[src/rtl/mem_pkg.sv]
`default_nettype none
// +------------------------------------------------------------------+
// | mem_pkg : shared bus layouts, size codes and FSM states          |
// | Rev 1.0                                                          |
// +------------------------------------------------------------------+
package mem_pkg;

    localparam int EX_BUS_W = 139;
    localparam int WB_BUS_W = 70;

    // LSB offsets of the execute->memory payload fields
    localparam int EXB_ALU_LSB   = 0;
    localparam int EXB_SD_LSB    = 32;
    localparam int EXB_WADDR_LSB = 64;
    localparam int EXB_LDU       = 69;
    localparam int EXB_SIZE_LSB  = 70;
    localparam int EXB_GRWE      = 72;
    localparam int EXB_RFM       = 73;
    localparam int EXB_MEMWE     = 74;
    localparam int EXB_IR_LSB    = 75;
    localparam int EXB_PC_LSB    = 107;

    localparam logic [1:0] SZ_B = 2'd0;
    localparam logic [1:0] SZ_H = 2'd1;
    localparam logic [1:0] SZ_W = 2'd2;

    typedef enum logic [1:0] {
        IDLE = 2'd0,
        REQ  = 2'd1,
        WAIT = 2'd2,
        DONE = 2'd3
    } state_t;

endpackage
`default_nettype wire

[src/rtl/mem_if.sv]
`default_nettype none
// +------------------------------------------------------------------+
// | mem_if : execute, data-SRAM and write-back signals of mem_stage  |
// | Rev 1.0                                                          |
// +------------------------------------------------------------------+
interface mem_if #(
    parameter int DATA_W = 32
);
    import mem_pkg::*;

    logic                ex_valid;
    logic [EX_BUS_W-1:0] ex_bus;
    logic                mem_allowin;

    logic                data_req;
    logic                data_wr;
    logic [1:0]          data_size;
    logic [3:0]          data_wstrb;
    logic [DATA_W-1:0]   data_addr;
    logic [DATA_W-1:0]   data_wdata;
    logic                data_addr_ok;
    logic                data_data_ok;
    logic [DATA_W-1:0]   data_rdata;

    logic                wb_allowin;
    logic                mem_to_wb_valid;
    logic [WB_BUS_W-1:0] mem_to_wb_bus;

    modport slave (
        input  ex_valid, ex_bus, data_addr_ok, data_data_ok, data_rdata, wb_allowin,
        output mem_allowin, data_req, data_wr, data_size, data_wstrb, data_addr,
               data_wdata, mem_to_wb_valid, mem_to_wb_bus
    );

    modport master (
        output ex_valid, ex_bus, data_addr_ok, data_data_ok, data_rdata, wb_allowin,
        input  mem_allowin, data_req, data_wr, data_size, data_wstrb, data_addr,
               data_wdata, mem_to_wb_valid, mem_to_wb_bus
    );

endinterface
`default_nettype wire

[src/rtl/mem_lsu_align.sv]
`default_nettype none
// +------------------------------------------------------------------+
// | mem_lsu_align : store lane replication/strobes, load extraction  |
// | Rev 1.0                                                          |
// +------------------------------------------------------------------+
module mem_lsu_align
    import mem_pkg::*;
(
    input  wire logic [1:0]  i_size,
    input  wire logic [1:0]  i_addr_lo,
    input  wire logic        i_load_unsigned,
    input  wire logic [31:0] i_store_data,
    input  wire logic [31:0] i_rdata,
    output logic      [3:0]  o_wstrb,
    output logic      [31:0] o_wdata,
    output logic      [31:0] o_load_data
);

    logic [7:0]  w_byte;
    logic [15:0] w_half;

    always_comb begin
        w_byte = i_rdata[7:0];
        unique case (i_addr_lo)
            2'd0:    w_byte = i_rdata[7:0];
            2'd1:    w_byte = i_rdata[15:8];
            2'd2:    w_byte = i_rdata[23:16];
            default: w_byte = i_rdata[31:24];
        endcase
        w_half = i_addr_lo[1] ? i_rdata[31:16] : i_rdata[15:0];
    end

    // An undefined size code behaves as a word access
    always_comb begin
        o_wstrb     = 4'b1111;
        o_wdata     = i_store_data;
        o_load_data = i_rdata;
        unique case (i_size)
            SZ_B: begin
                o_wstrb     = 4'b0001 << i_addr_lo;
                o_wdata     = {4{i_store_data[7:0]}};
                o_load_data = {{24{~i_load_unsigned & w_byte[7]}}, w_byte};
            end
            SZ_H: begin
                o_wstrb     = i_addr_lo[1] ? 4'b1100 : 4'b0011;
                o_wdata     = {2{i_store_data[15:0]}};
                o_load_data = {{16{~i_load_unsigned & w_half[15]}}, w_half};
            end
            default: begin
                o_wstrb     = 4'b1111;
                o_wdata     = i_store_data;
                o_load_data = i_rdata;
            end
        endcase
    end

endmodule
`default_nettype wire

[src/rtl/mem_stage.sv]
`default_nettype none
// +------------------------------------------------------------------+
// | mem_stage : LoongArch memory-access stage (data-SRAM + result)   |
// | Rev 1.0                                                          |
// +------------------------------------------------------------------+
module mem_stage
    import mem_pkg::*;
#(
    parameter int DATA_W = 32
)(
    input  wire logic clk,
    input  wire logic rst,
    mem_if.slave      bus
);

    state_t              r_state_q,  w_state_d;
    logic [DATA_W-1:0]   r_pc_q,     w_pc_d;
    logic                r_mem_we_q, w_mem_we_d;
    logic                r_rfm_q,    w_rfm_d;
    logic                r_gr_we_q,  w_gr_we_d;
    logic [1:0]          r_size_q,   w_size_d;
    logic                r_ldu_q,    w_ldu_d;
    logic [4:0]          r_waddr_q,  w_waddr_d;
    logic [DATA_W-1:0]   r_sd_q,     w_sd_d;
    logic [DATA_W-1:0]   r_alu_q,    w_alu_d;
    logic [DATA_W-1:0]   r_result_q, w_result_d;

    logic                w_allowin;
    logic                w_accept;
    logic [3:0]          w_wstrb;
    logic [DATA_W-1:0]   w_wdata;
    logic [DATA_W-1:0]   w_load_data;
    logic                w_unused_ir;

    assign w_unused_ir = ^bus.ex_bus[EXB_IR_LSB +: 32];

    assign w_allowin = (r_state_q == IDLE) | ((r_state_q == DONE) & bus.wb_allowin);
    assign w_accept  = bus.ex_valid & w_allowin;

    always_comb begin
        w_state_d  = r_state_q;
        w_pc_d     = r_pc_q;
        w_mem_we_d = r_mem_we_q;
        w_rfm_d    = r_rfm_q;
        w_gr_we_d  = r_gr_we_q;
        w_size_d   = r_size_q;
        w_ldu_d    = r_ldu_q;
        w_waddr_d  = r_waddr_q;
        w_sd_d     = r_sd_q;
        w_alu_d    = r_alu_q;
        w_result_d = r_result_q;
        unique case (r_state_q)
            IDLE, DONE: begin
                if (w_accept) begin
                    w_pc_d     = bus.ex_bus[EXB_PC_LSB +: DATA_W];
                    w_mem_we_d = bus.ex_bus[EXB_MEMWE];
                    w_rfm_d    = bus.ex_bus[EXB_RFM];
                    w_gr_we_d  = bus.ex_bus[EXB_GRWE];
                    w_size_d   = bus.ex_bus[EXB_SIZE_LSB +: 2];
                    w_ldu_d    = bus.ex_bus[EXB_LDU];
                    w_waddr_d  = bus.ex_bus[EXB_WADDR_LSB +: 5];
                    w_sd_d     = bus.ex_bus[EXB_SD_LSB +: DATA_W];
                    w_alu_d    = bus.ex_bus[EXB_ALU_LSB +: DATA_W];
                    w_result_d = bus.ex_bus[EXB_ALU_LSB +: DATA_W];
                    w_state_d  = (bus.ex_bus[EXB_MEMWE] | bus.ex_bus[EXB_RFM]) ? REQ : DONE;
                end else if ((r_state_q == DONE) && bus.wb_allowin) begin
                    w_state_d = IDLE;
                end
            end
            REQ: begin
                if (bus.data_addr_ok) begin
                    if (bus.data_data_ok) begin
                        w_state_d = DONE;
                        if (r_rfm_q) w_result_d = w_load_data;
                    end else begin
                        w_state_d = WAIT;
                    end
                end
            end
            WAIT: begin
                if (bus.data_data_ok) begin
                    w_state_d = DONE;
                    if (r_rfm_q) w_result_d = w_load_data;
                end
            end
            default: w_state_d = IDLE;
        endcase
    end

    always_ff @(posedge clk) begin
        if (rst) begin
            r_state_q  <= IDLE;
            r_pc_q     <= '0;
            r_mem_we_q <= 1'b0;
            r_rfm_q    <= 1'b0;
            r_gr_we_q  <= 1'b0;
            r_size_q   <= 2'b00;
            r_ldu_q    <= 1'b0;
            r_waddr_q  <= 5'd0;
            r_sd_q     <= '0;
            r_alu_q    <= '0;
            r_result_q <= '0;
        end else begin
            r_state_q  <= w_state_d;
            r_pc_q     <= w_pc_d;
            r_mem_we_q <= w_mem_we_d;
            r_rfm_q    <= w_rfm_d;
            r_gr_we_q  <= w_gr_we_d;
            r_size_q   <= w_size_d;
            r_ldu_q    <= w_ldu_d;
            r_waddr_q  <= w_waddr_d;
            r_sd_q     <= w_sd_d;
            r_alu_q    <= w_alu_d;
            r_result_q <= w_result_d;
        end
    end

    mem_lsu_align u_align (
        .i_size          (r_size_q),
        .i_addr_lo       (r_alu_q[1:0]),
        .i_load_unsigned (r_ldu_q),
        .i_store_data    (r_sd_q),
        .i_rdata         (bus.data_rdata),
        .o_wstrb         (w_wstrb),
        .o_wdata         (w_wdata),
        .o_load_data     (w_load_data)
    );

    // Every request-side output comes from the stage register, so it holds until addr_ok
    assign bus.mem_allowin     = w_allowin;
    assign bus.data_req        = (r_state_q == REQ);
    assign bus.data_wr         = r_mem_we_q;
    assign bus.data_size       = r_size_q;
    assign bus.data_addr       = r_alu_q;
    assign bus.data_wstrb      = w_wstrb & {4{r_mem_we_q}};
    assign bus.data_wdata      = w_wdata;
    assign bus.mem_to_wb_valid = (r_state_q == DONE);
    assign bus.mem_to_wb_bus   = {r_pc_q, r_gr_we_q & ~r_mem_we_q, r_waddr_q, r_result_q};

endmodule
`default_nettype wire

[src/flat_wrapper.sv]
// flat-port wrapper written by rule: the top's interface ports become plain ports
module mem_stage_flat import mem_pkg::*;
#(
    parameter int DATA_W = 32
)
  (clk, rst, bus_ex_valid, bus_ex_bus, bus_data_addr_ok, bus_data_data_ok, bus_data_rdata, bus_wb_allowin, bus_mem_allowin, bus_data_req, bus_data_wr, bus_data_size, bus_data_wstrb, bus_data_addr, bus_data_wdata, bus_mem_to_wb_valid, bus_mem_to_wb_bus);
  mem_if #(.DATA_W(DATA_W)) bus_i ();
  input  wire logic clk;
  input  wire logic rst;
  input wire logic [$bits(bus_i.ex_valid)-1:0] bus_ex_valid;
  input wire logic [$bits(bus_i.ex_bus)-1:0] bus_ex_bus;
  input wire logic [$bits(bus_i.data_addr_ok)-1:0] bus_data_addr_ok;
  input wire logic [$bits(bus_i.data_data_ok)-1:0] bus_data_data_ok;
  input wire logic [$bits(bus_i.data_rdata)-1:0] bus_data_rdata;
  input wire logic [$bits(bus_i.wb_allowin)-1:0] bus_wb_allowin;
  output wire logic [$bits(bus_i.mem_allowin)-1:0] bus_mem_allowin;
  output wire logic [$bits(bus_i.data_req)-1:0] bus_data_req;
  output wire logic [$bits(bus_i.data_wr)-1:0] bus_data_wr;
  output wire logic [$bits(bus_i.data_size)-1:0] bus_data_size;
  output wire logic [$bits(bus_i.data_wstrb)-1:0] bus_data_wstrb;
  output wire logic [$bits(bus_i.data_addr)-1:0] bus_data_addr;
  output wire logic [$bits(bus_i.data_wdata)-1:0] bus_data_wdata;
  output wire logic [$bits(bus_i.mem_to_wb_valid)-1:0] bus_mem_to_wb_valid;
  output wire logic [$bits(bus_i.mem_to_wb_bus)-1:0] bus_mem_to_wb_bus;
  assign bus_i.ex_valid = bus_ex_valid;
  assign bus_i.ex_bus = bus_ex_bus;
  assign bus_i.data_addr_ok = bus_data_addr_ok;
  assign bus_i.data_data_ok = bus_data_data_ok;
  assign bus_i.data_rdata = bus_data_rdata;
  assign bus_i.wb_allowin = bus_wb_allowin;
  assign bus_mem_allowin = bus_i.mem_allowin;
  assign bus_data_req = bus_i.data_req;
  assign bus_data_wr = bus_i.data_wr;
  assign bus_data_size = bus_i.data_size;
  assign bus_data_wstrb = bus_i.data_wstrb;
  assign bus_data_addr = bus_i.data_addr;
  assign bus_data_wdata = bus_i.data_wdata;
  assign bus_mem_to_wb_valid = bus_i.mem_to_wb_valid;
  assign bus_mem_to_wb_bus = bus_i.mem_to_wb_bus;
  mem_stage #(.DATA_W(DATA_W)) u_core (.clk(clk), .rst(rst), .bus(bus_i));
endmodule
[config.mk]
export PLATFORM = sky130hd
export DESIGN_NAME = mem_stage_flat
export DESIGN_NICKNAME = d
export VERILOG_FILES = /design/src/rtl/mem_pkg.sv /design/src/rtl/mem_if.sv /design/src/rtl/mem_lsu_align.sv /design/src/rtl/mem_stage.sv /design/src/flat_wrapper.sv
export SDC_FILE = /design/constraint.sdc
export NUM_CORES = 1
export LEC_CHECK = 0
export CAP_MARGIN = 25
export CORE_ASPECT_RATIO = 1.1
export CORE_UTILIZATION = 40
export DETAILED_ROUTE_END_ITERATION = 12
export MAX_ROUTING_LAYER = met4
export PLACE_DENSITY = 0.77
export SYNTH_ARGS = -nofsm -noshare
export SYNTH_HDL_FRONTEND = slang
export SYNTH_HIERARCHICAL = 1
export SYNTH_SLANG_ARGS = --single-unit
[constraint.sdc]
create_clock -name clk -period 2.65 [get_ports clk]
set_input_delay 0.53 -clock clk [delete_from_list [all_inputs] [get_ports clk]]
set_output_delay 0.53 -clock clk [all_outputs]
set_load 0.05 [all_outputs]
* Word level (Yosys, flattened, before mapping)
Index checks and enable logic that the tools add are counted.
** Word-level totals
- Register bits :: 141
- Input bits :: 177
- Output and inout port bits :: 144
- Word-level logic and storage cells :: 58
** Operators by class
- Equality and inequality tests :: 10
- Shifts and indexed selects :: 1
- Mux-type cells :: 18
- Bitwise gates (word level) :: 10
- Reductions and logical operators :: 8
** Operators with widths (number)
- two-way mux 32 bit :: 4
- one-hot mux 32 bit (2 select lines) :: 2
- one-hot mux 32 bit (3 select lines) :: 1
- one-hot mux 8 bit (3 select lines) :: 1
- two-way mux 16 bit :: 1
- two-way mux 2 bit :: 5
- one-hot mux 4 bit (2 select lines) :: 1
- == test 2 x 1 -> 1 bit (second input constant) :: 3
- == test 2 bit (second input constant) :: 3
- logical NOT 2 bit :: 3
- one-hot mux 2 bit (3 select lines) :: 1
- AND 1 bit :: 5
- AND 4 bit :: 1
- two-way mux 4 bit :: 1
- != test 2 bit (second input constant) :: 2
- AND reduction 2 bit :: 2
- << shifter 1 x 2 -> 4 bit (first input constant) :: 1
- != test 3 x 1 -> 1 bit (second input constant) :: 1
- AND reduction 3 bit :: 1
- != test 2 x 1 -> 1 bit (second input constant) :: 1
- NOT 1 bit :: 2
- bitwise OR 1 bit :: 2
- OR reduction 2 bit :: 1
- logical AND 1 bit :: 1
- two-way mux 1 bit :: 1

* Depth between registers and ports, before layout
Gate-level depths: netlist of run 1.
- Depth in word-level cells :: 8
- Gate-level depth with buffers :: 9
- Mapped depth without buffers :: 6

* Hierarchy
The synthesis of run 1 kept the hierarchy.
** Modules (own cells, without submodules)
- mem_stage :: instances 1, cells an instance 701, area an instance 6002.0 um^2, sequential area each 2822.7 um^2
- mem_lsu_align :: instances 1, cells an instance 170, area an instance 1183.6 um^2, sequential area each 0.0 um^2

* Least setup slack after synthesis of run 1
No wires, ideal clock.
- Kind :: flip-flop to output port
- Start :: reg u_core.r_size_q[0], in the netlist u_core/bus.data_size[0]
- End :: out bus_data_wdata[25]
- Data arrival time :: 2.364 ns
- Data required time :: 2.120 ns
- Slack :: -0.244 ns
- Cell stages (with the launch flop) :: 5
- Path buffers :: 2
- Cell sequence :: dfxtp_1 -> buf_2 -> buf_2 -> mux2i_1 -> o21ai_0
** On the way
- Longest elaborated chain between the ends :: 2
- Elaborated cells between the ends (all ways) :: 3
- Those cells by class :: 1 x eq/ne; 1 x mux; 1 x reduce/logical
** RTL lines
- start: declaration :: line mem_stage.sv:21 : logic [1:0] r_size_q, w_size_d;
- start signal: assignment :: line mem_stage.sv:109 : r_size_q <= w_size_d;
- == test 2 x 1 -> 1 bit / logical NOT 2 bit (equally long branches) :: line mem_lsu_align.sv:38 : unique case (i_size)
- one-hot mux 32 bit (2 select lines) * :: line mem_lsu_align.sv:38
- end: declaration :: line flat_wrapper.sv:22 : output wire logic [$bits(bus_i.data_wdata)-1:0] bus_data_wdata;
Mark *: on every way between the ends. The rest lies on a longest branch, timed or not.

* Worst setup path in the final report of run 1
- Start :: reg u_core.r_size_q[1], in the netlist u_core/bus.data_size[1]
- End :: out bus_data_wdata[21]
The elaborated chain is that of the path after synthesis.

==> run metrics, run 1 <==
cells after synthesis 871; Startpoint Class flip-flop; Async SR Flop Fraction 0%; reg2reg setup slack 0.52 ns; DRT iter0 DRCs 652; post_cts resized 1; FILL cells 1541; Synth cell types 47; WHS Path Cells 2; fin. max-slew vios 0; Max Fclk ~390 MHz; CTS Sinks 141; initial core utilization 40.8%; worst hold start u_core/r_result_q[11]$_SDFFE_PP0P_; area of the multi-input gates ~3700 sq um; critical-path maximum fanout 21; vias in the first global route ~7300; CP max stage cell clkdlybuf4s50_1; Synth Warn # 6; Crit Reg-Reg Endpoint u_core/r_result_q[5]$_SDFFE_PP0P_; First-pass DRT Iterations 6; fin area 10900 sq um; Final Hold Viols 0; Slew HR 46.2%; GRT Overall Usage between 20% and 30%; final WL ~26 mm; max_cap viols 0; M1 wire length approximately 11 mm; TritonCTS clock tree yes; dpl cells 1317; CTS max path bufs 2; nets 1279; Synth Area per Inst 8.25 sq um; Final Cycle Share approximately 96%; syn_nets 1052; Final Setup Violations 0; Peak VDD IR 0.587 mV; Period minus WS final 2.55 ns; Reg-to-Reg Start u_core/bus.data_size[1]$_SDFFE_PP0P_; largest net degree at the start of global routing 108; RD Place Congestion slightly below 0.9; layout cells sized above 1 12.7%; Clock Root Buffer clkbuf_16; Buf+Inv Stages, Crit Path 1; final setup TNS 0 ns; Worst Path Arrival slightly above 2 ns; Cell Area, Synth 7190 sq um; crit-path cells mux2_2, clkdlybuf4s50_1; met2 routed WL around 12 mm; top sig layer met4; HP Class reg -> reg; Routed met3 length 1.92 mm; antenna-violating nets left 0; Overflow after GRT 0; Reg area about 2800 sq um; DP HPWL roughly 17 mm; TritonCTS buffer count 17; R2R depth 8; CORE AREA 17600 sq um; crit-path max cell delay 0.71 ns; total power ~13 mW; clock-pin slew on the worst setup and hold paths 0.06 ns; first-pass GRT wire length 39.4 mm; delay-heaviest family, CP buffers and inverters; Layout Utilization between 60 and 70%; Post-synth EDFFs 0; die area approximately 19000 sq um; Crit path required time 2.12 ns; port bufs ~290; Ports roughly 320; Area Growth Syn to Fin 52.1%; PwrDens 1230 nW/um^2; unrepaired setup endpoints after global routing false; skew final 0.0114 ns; initial antenna violation count 2; chip width approximately 130 microns; FF+latch count, synth 141; sequential fraction of the synthesis area between 30% and 40%; setup bufs post-CTS 0; insertion delay to the later sink of the worst-skew pair about 0.42 ns; CP Class reg -> out; DP Area 10300 sq um; routed len/inst 19.3 microns; detailed-route via count just under 8000; WHS Endpoint u_core/r_result_q[11]$_SDFFE_PP0P_; outcome finished, final reports clean; Hold-fix buffers, CTS 0; Worst Setup End Kind output port; H-tree depth 4; Least-Margin Pin Slew 0.804 ns; num rows 51; Die Y 143 microns; vias per cell 5.71; ys flop type dfxtp_1; DRC Markers 0; Leak ~3.8 nW; Post-Layout Cell Count roughly 1400
## state kept, by name (all words and copies together), names as in the netlist, 2 cells and up
register / cells
u_core/r_waddr_q: 5
u_core/r_pc_q: 32
u_core/r_result_q: 32
u_core/r_state_q: 2
u_core/bus.data_size: 2
u_core/r_sd_q: 32
u_core/bus.data_addr: 32
## power breakdown
part           leakage (nW)  switching (mW)  internal, mW  total, mW
clock                 0.271            1.01          1.40       2.42
sequential             1.16           0.389          2.71       3.10
combinational          2.36            5.09          2.79       7.87
total                  3.79            6.49          6.91       13.4
## stage by stage
step | hold WS [ns] | worst slack, ns
after global routing | 0.479 | 0.0297
after CTS | 0.461 | 0.0198
after global placement | 0.448 | 0.260
final | 0.461 | 0.0962
after detailed placement | 0.451 | 0.215
after floorplan | 0.449 | 0.132
## synthesized netlist by cell type, types with 11 or more instances
| cell type | instances | area (sq um) |
|---|---|---|
| nor2_1 | 11 | 41.3 |
| nand2_1 | 18 | 67.6 |
| o22ai_1 | 33 | 206 |
| clkbuf_1 | 59 | 221 |
| buf_4 | 13 | 97.6 |
| buf_2 | 20 | 100 |
| o21ai_0 | 117 | 586 |
| mux2i_1 | 14 | 140 |
| mux2_2 | 17 | 191 |
| nand3_1 | 107 | 536 |
| a221oi_2 | 30 | 450 |
| nand2b_1 | 35 | 219 |
| dfxtp_1 | 141 | 2820 |
| a21oi_1 | 136 | 681 |
| inv_1 | 45 | 169 |
## per-layer routing
layer	global-route usage [%]	up-vias
li1	-	3610
met1	35.6	3692
met2	43.6	347
met3	5.98	61
met4	13.8	0
met5	-	-
## worst min-delay path: stages, from the launching register on
cell and delay, ns:
dfxtp_1 0.31, inv_1 0.06, a221oi_2 0.05
## cell type report
class / instances / area share [%]
inverters: 47 / 1.63
repair buffers: 309 / 30.3
well taps: 238 / 2.72
clock inverters: 14 / 1.45
multi-input cells: 582 / 34.1
diodes: 2 / 0.0458
clock buffers: 18 / 3.93
flip-flops and latches: 141 / 25.9
## logic make-up after synthesis
group	Yosys count	synth area share [%]
compound gates	356	31.6
simple gates	189	13.9
buf+inv	148	9.30
flops	141	39.3
mux	33	5.29
fa+ha+maj	4	0.697
## how the worst max path moves through the flow
stage / startpoint / to / slack [ns] / cells past startpoint
2_1_floorplan: u_core/bus.data_size[0]$_SDFFE_PP0P_ / bus_data_wdata[25] / 0.13 / 4
3_3_place_gp: bus_data_rdata[7] / u_core/r_result_q[15]$_SDFFE_PP0P_ / 0.26 / 7
3_5_place_dp: bus_data_rdata[31] / u_core/r_result_q[15]$_SDFFE_PP0P_ / 0.22 / 7
4_1_cts: u_core/bus.data_size[1]$_SDFFE_PP0P_ / bus_data_wstrb[2] / 0.02 / 5
5_1_grt: u_core/bus.data_size[1]$_SDFFE_PP0P_ / bus_data_wstrb[2] / 0.03 / 5
6_report: u_core/bus.data_size[1]$_SDFFE_PP0P_ / bus_data_wdata[21] / 0.1 / 2
## cell usage in the layout (no fill, tap or decap), drive strengths merged, types with 5 or more instances in the layout
| cell | n |
|---|---|
| buf | 46 |
| inv | 50 |
| nand2b | 35 |
| clkbuf | 18 |
| mux2 | 17 |
| dfxtp | 141 |
| nor2 | 13 |
| nand3 | 107 |
| mux2i | 14 |
| a2bb2oi | 9 |
| o22ai | 33 |
| nand2 | 19 |
| o211ai | 8 |
| clkdlybuf4s50 | 263 |
| o21ai | 122 |
| nor2b | 5 |
| a21oi | 138 |
| a221o | 6 |
| clkinvlp | 5 |
| a221oi | 33 |
No activity file was read; power rests on OpenSTA's default activity.
==> run 2: changes to the inputs <==
--- a/config.mk
+++ b/config.mk
@@ -5,12 +5,14 @@
 export SDC_FILE = /design/constraint.sdc
 export NUM_CORES = 1
 export LEC_CHECK = 0
+export ABC_AREA = 1
 export CAP_MARGIN = 25
 export CORE_ASPECT_RATIO = 1.1
 export CORE_UTILIZATION = 40
 export DETAILED_ROUTE_END_ITERATION = 12
 export MAX_ROUTING_LAYER = met4
-export PLACE_DENSITY = 0.77
+export PLACE_DENSITY = 0.78
+export SKIP_LAST_GASP = 1
 export SYNTH_ARGS = -nofsm -noshare
 export SYNTH_HDL_FRONTEND = slang
 export SYNTH_HIERARCHICAL = 1
==> run metrics, run 2 <==
delay-heaviest family, CP buffers and inverters; chip width 127 microns (-2.3%); switching share of power 50.4% (+2.0 points); Synth Warn # 6 (unchanged); die area 17600 sq um (-4.6%); Worst Path Arrival 1.97 ns (-0.05 ns); most frequent cells in the layout 259 x clkdlybuf4s50_1, 197 x nand2_1, 139 x dfxtp_1; fin area 10400 sq um (-5.2%); Post-synth top cells 198 x nand2_1, 141 x dfxtp_1, 129 x inv_1; Synth Area per Inst 7.18 sq um (-13%); Startpoint Class flip-flop; P_int 7.70 mW (+11%); TritonCTS clock tree yes; Fin Hold WS 0.442 ns (-0.0197 ns); Area Growth Syn to Fin 51.4%; most instantiated library cell after synthesis nand2_1; Buf+Inv Stages, Crit Path 2 (+1); Overflow after GRT 0 (unchanged); Async SR Flop Fraction 0% (unchanged); Comb power frac 61.5% (+2.7 points); initial core utilization 41.4% (+0.57 points); unrepaired setup endpoints after global routing false; skew final 0.00532 ns (-0.00606 ns); TritonCTS buffer count 17 (unchanged); most common cell after layout, fill and taps aside clkdlybuf4s50_1; Ports 321 (unchanged); detailed-route via count 6874 (-11%); Hold-fix buffers, CTS 0 (unchanged); DRT iter0 DRCs 402 (-38%); Clock Root Buffer clkbuf_16; Least-Margin Pin Slew 0.641 ns (-0.163 ns); DP HPWL 15.5 mm (-11%); crit-path cells buf_4, clkdlybuf4s50_1; post-synth top area share 41.2% (+1.9 points); vias in the first global route 6436 (-12%); final WL 21.0 mm (-19%); Layout Utilization 62.6% (+0.57 points); sequential fraction of the synthesis area 41.2% (+1.9 points); DRC Markers 0 (unchanged); largest net degree at the start of global routing 72 (-33%); first-pass GRT wire length 33.1 mm (-16%); RD Place Congestion 0.939 (+6.9%); NetSw 7.83 mW (+21%); CP max stage cell clkdlybuf4s50_1; CTS max path bufs 2 (unchanged); PwrDens 1500 nW/um^2 (+22%); vias per cell 4.82 (-15%); Final Hold Viols 0 (unchanged); Slew HR 57.2% (+11 points); Clk pwr share 15.7% (-2.3 points); Worst Setup End Kind output port; crit-path max cell delay 0.86 ns (+0.15 ns); dpl cells 1392 (+5.7%); setup bufs post-CTS 0 (unchanged); Synth area leaders dfxtp_1 41%, nand2_1 11%, a21oi_1 8.1%; Leak 4.36 nW (+15%); final setup TNS 0 ns (unchanged); initial antenna violation count 1 (-1); insertion delay to the later sink of the worst-skew pair 0.41 ns (about the same); Flop pwr share 22.8% (-0.4 points); Post-synth EDFFs 0 (unchanged); fin. max-slew vios 0 (unchanged); CTS Sinks 141 (unchanged); Final Setup Violations 0 (unchanged); Max Fclk 400 MHz (+2.1%); syn_nets 1135 (+7.9%); H-tree depth 4 (unchanged); routed len/inst 14.7 microns (-24%); cells after synthesis 954 (+9.5%); layout cells sized above 1 8.85% (-3.8 points); Post-Layout Cell Count 1425 (+5.5%); DP Area 9750 sq um (-5.6%); Yosys top cell by area dfxtp_1; Period minus WS final 2.50 ns (-0.0533 ns); ys flop type dfxtp_1; Peak VDD IR 0.909 mV (+55%); max_cap viols 0 (unchanged); Die Y 139 microns (-2.3%); outcome finished, final reports clean; nets 1388 (+8.5%); Synth cell types 28 (-40%); Final Cycle Share 94.4% (-2.0 points); critical-path maximum fanout 18 (-14%); CP Class reg -> out; Cell Area, Synth 6850 sq um (-4.7%); CORE AREA 16600 sq um (-6.0%); GRT Overall Usage 24.8% (-3.7 points); HP Class reg -> reg; FF+latch count, synth 141 (unchanged); num rows 49 (-3.9%); Crit path required time 2.12 ns (about the same); antenna-violating nets left 0 (unchanged); port bufs 288 (unchanged); clock-pin slew on the worst setup and hold paths 0.06 ns (about the same); First-pass DRT Iterations 5 (-1)
[run 2: logic make-up (layout without fill, tap and decap cells)]
group                      Yosys count  count (layout)  synth area share (%)
buffers and inverters              201             467                  13.5
DFF                                141             141                  41.2
and+or+nand+nor                    344             344                  22.5
AOI/OAI and AO/OA                  232             232                  17.4
adders and majority gates            4               4                 0.731
other                                0               1                     0
muxes                               32              32                  4.68
[run 2: path summary, 6_finish.rpt]
check / slack (ns) / depth (start not counted) / from / to
hold reg to reg: 0.44 / 2 / u_core/bus.data_addr[8]$_SDFFE_PP0P_ / u_core/bus.data_addr[8]$_SDFFE_PP0P_
hold / removal: 0.44 / 2 / u_core/bus.data_addr[8]$_SDFFE_PP0P_ / u_core/bus.data_addr[8]$_SDFFE_PP0P_
setup / recovery: 0.15 / 2 / u_core/bus.data_size[1]$_SDFFE_PP0P_ / bus_data_size[1]
setup reg to reg: 0.63 / 7 / u_core/r_state_q[1]$_SDFFE_PP0P_ / u_core/r_sd_q[12]$_SDFFE_PP0P_
[run 2: stage by stage]
| stage | power, mW | setup WS (ns) |
|---|---|---|
| 2_1_floorplan | 10.4 | -0.269 |
| 3_3_place_gp | 13.0 | 0.471 |
| 3_5_place_dp | 13.1 | 0.438 |
| 4_1_cts | 15.6 | 0.0425 |
| 5_1_grt | 16.5 | 0.0000926 |
| 6_report | 15.5 | 0.150 |
[run 2: power groups by stage]
stage	clock, mW	combinational, mW	sequential [mW]
floorplan	0	4.66	5.72
global placement	0	9.47	3.54
detailed placement	0	9.55	3.58
CTS	2.50	9.59	3.54
global route	2.59	10.2	3.66
finish	2.44	9.55	3.54
[run 2: layout make-up]
cell class | count | area, sq um
Inverter | 132 | 500
Clock inverter | 10 | 138
Antenna cell | 1 | 2.50
Multi-Input combinational cell | 612 | 3110
Timing Repair Buffer | 303 | 3070
Clock buffer | 22 | 464
Fill cell | 1493 | 6190
Tap cell | 204 | 255
Sequential cell | 141 | 2830
[run 2: repair_timing]
action | in CTS | in global routing
endpoints found under the setup margin | 0 | 2
hold endpoints to repair | 0 | 0
resized for setup | 0 | 3
[run 2: tightest hold or removal path, stage by stage (launching register included)]
cell and delay (ns):
dfxtp_1 0.30, inv_1 0.05, a21oi_1 0.05
[run 2: routing by layer]
metal | global-route usage [%] | wire, microns | share of wire [%] | up-vias
met2 | 40.6 | 10100 | 48 | 258
li1 | - | - | - | 3539
met3 | 5.54 | 1330 | 6.3 | 48
met4 | 11.8 | 743 | 3.5 | 0
met5 | - | 0 | 0 | -
met1 | 28.7 | 8800 | 42 | 3029
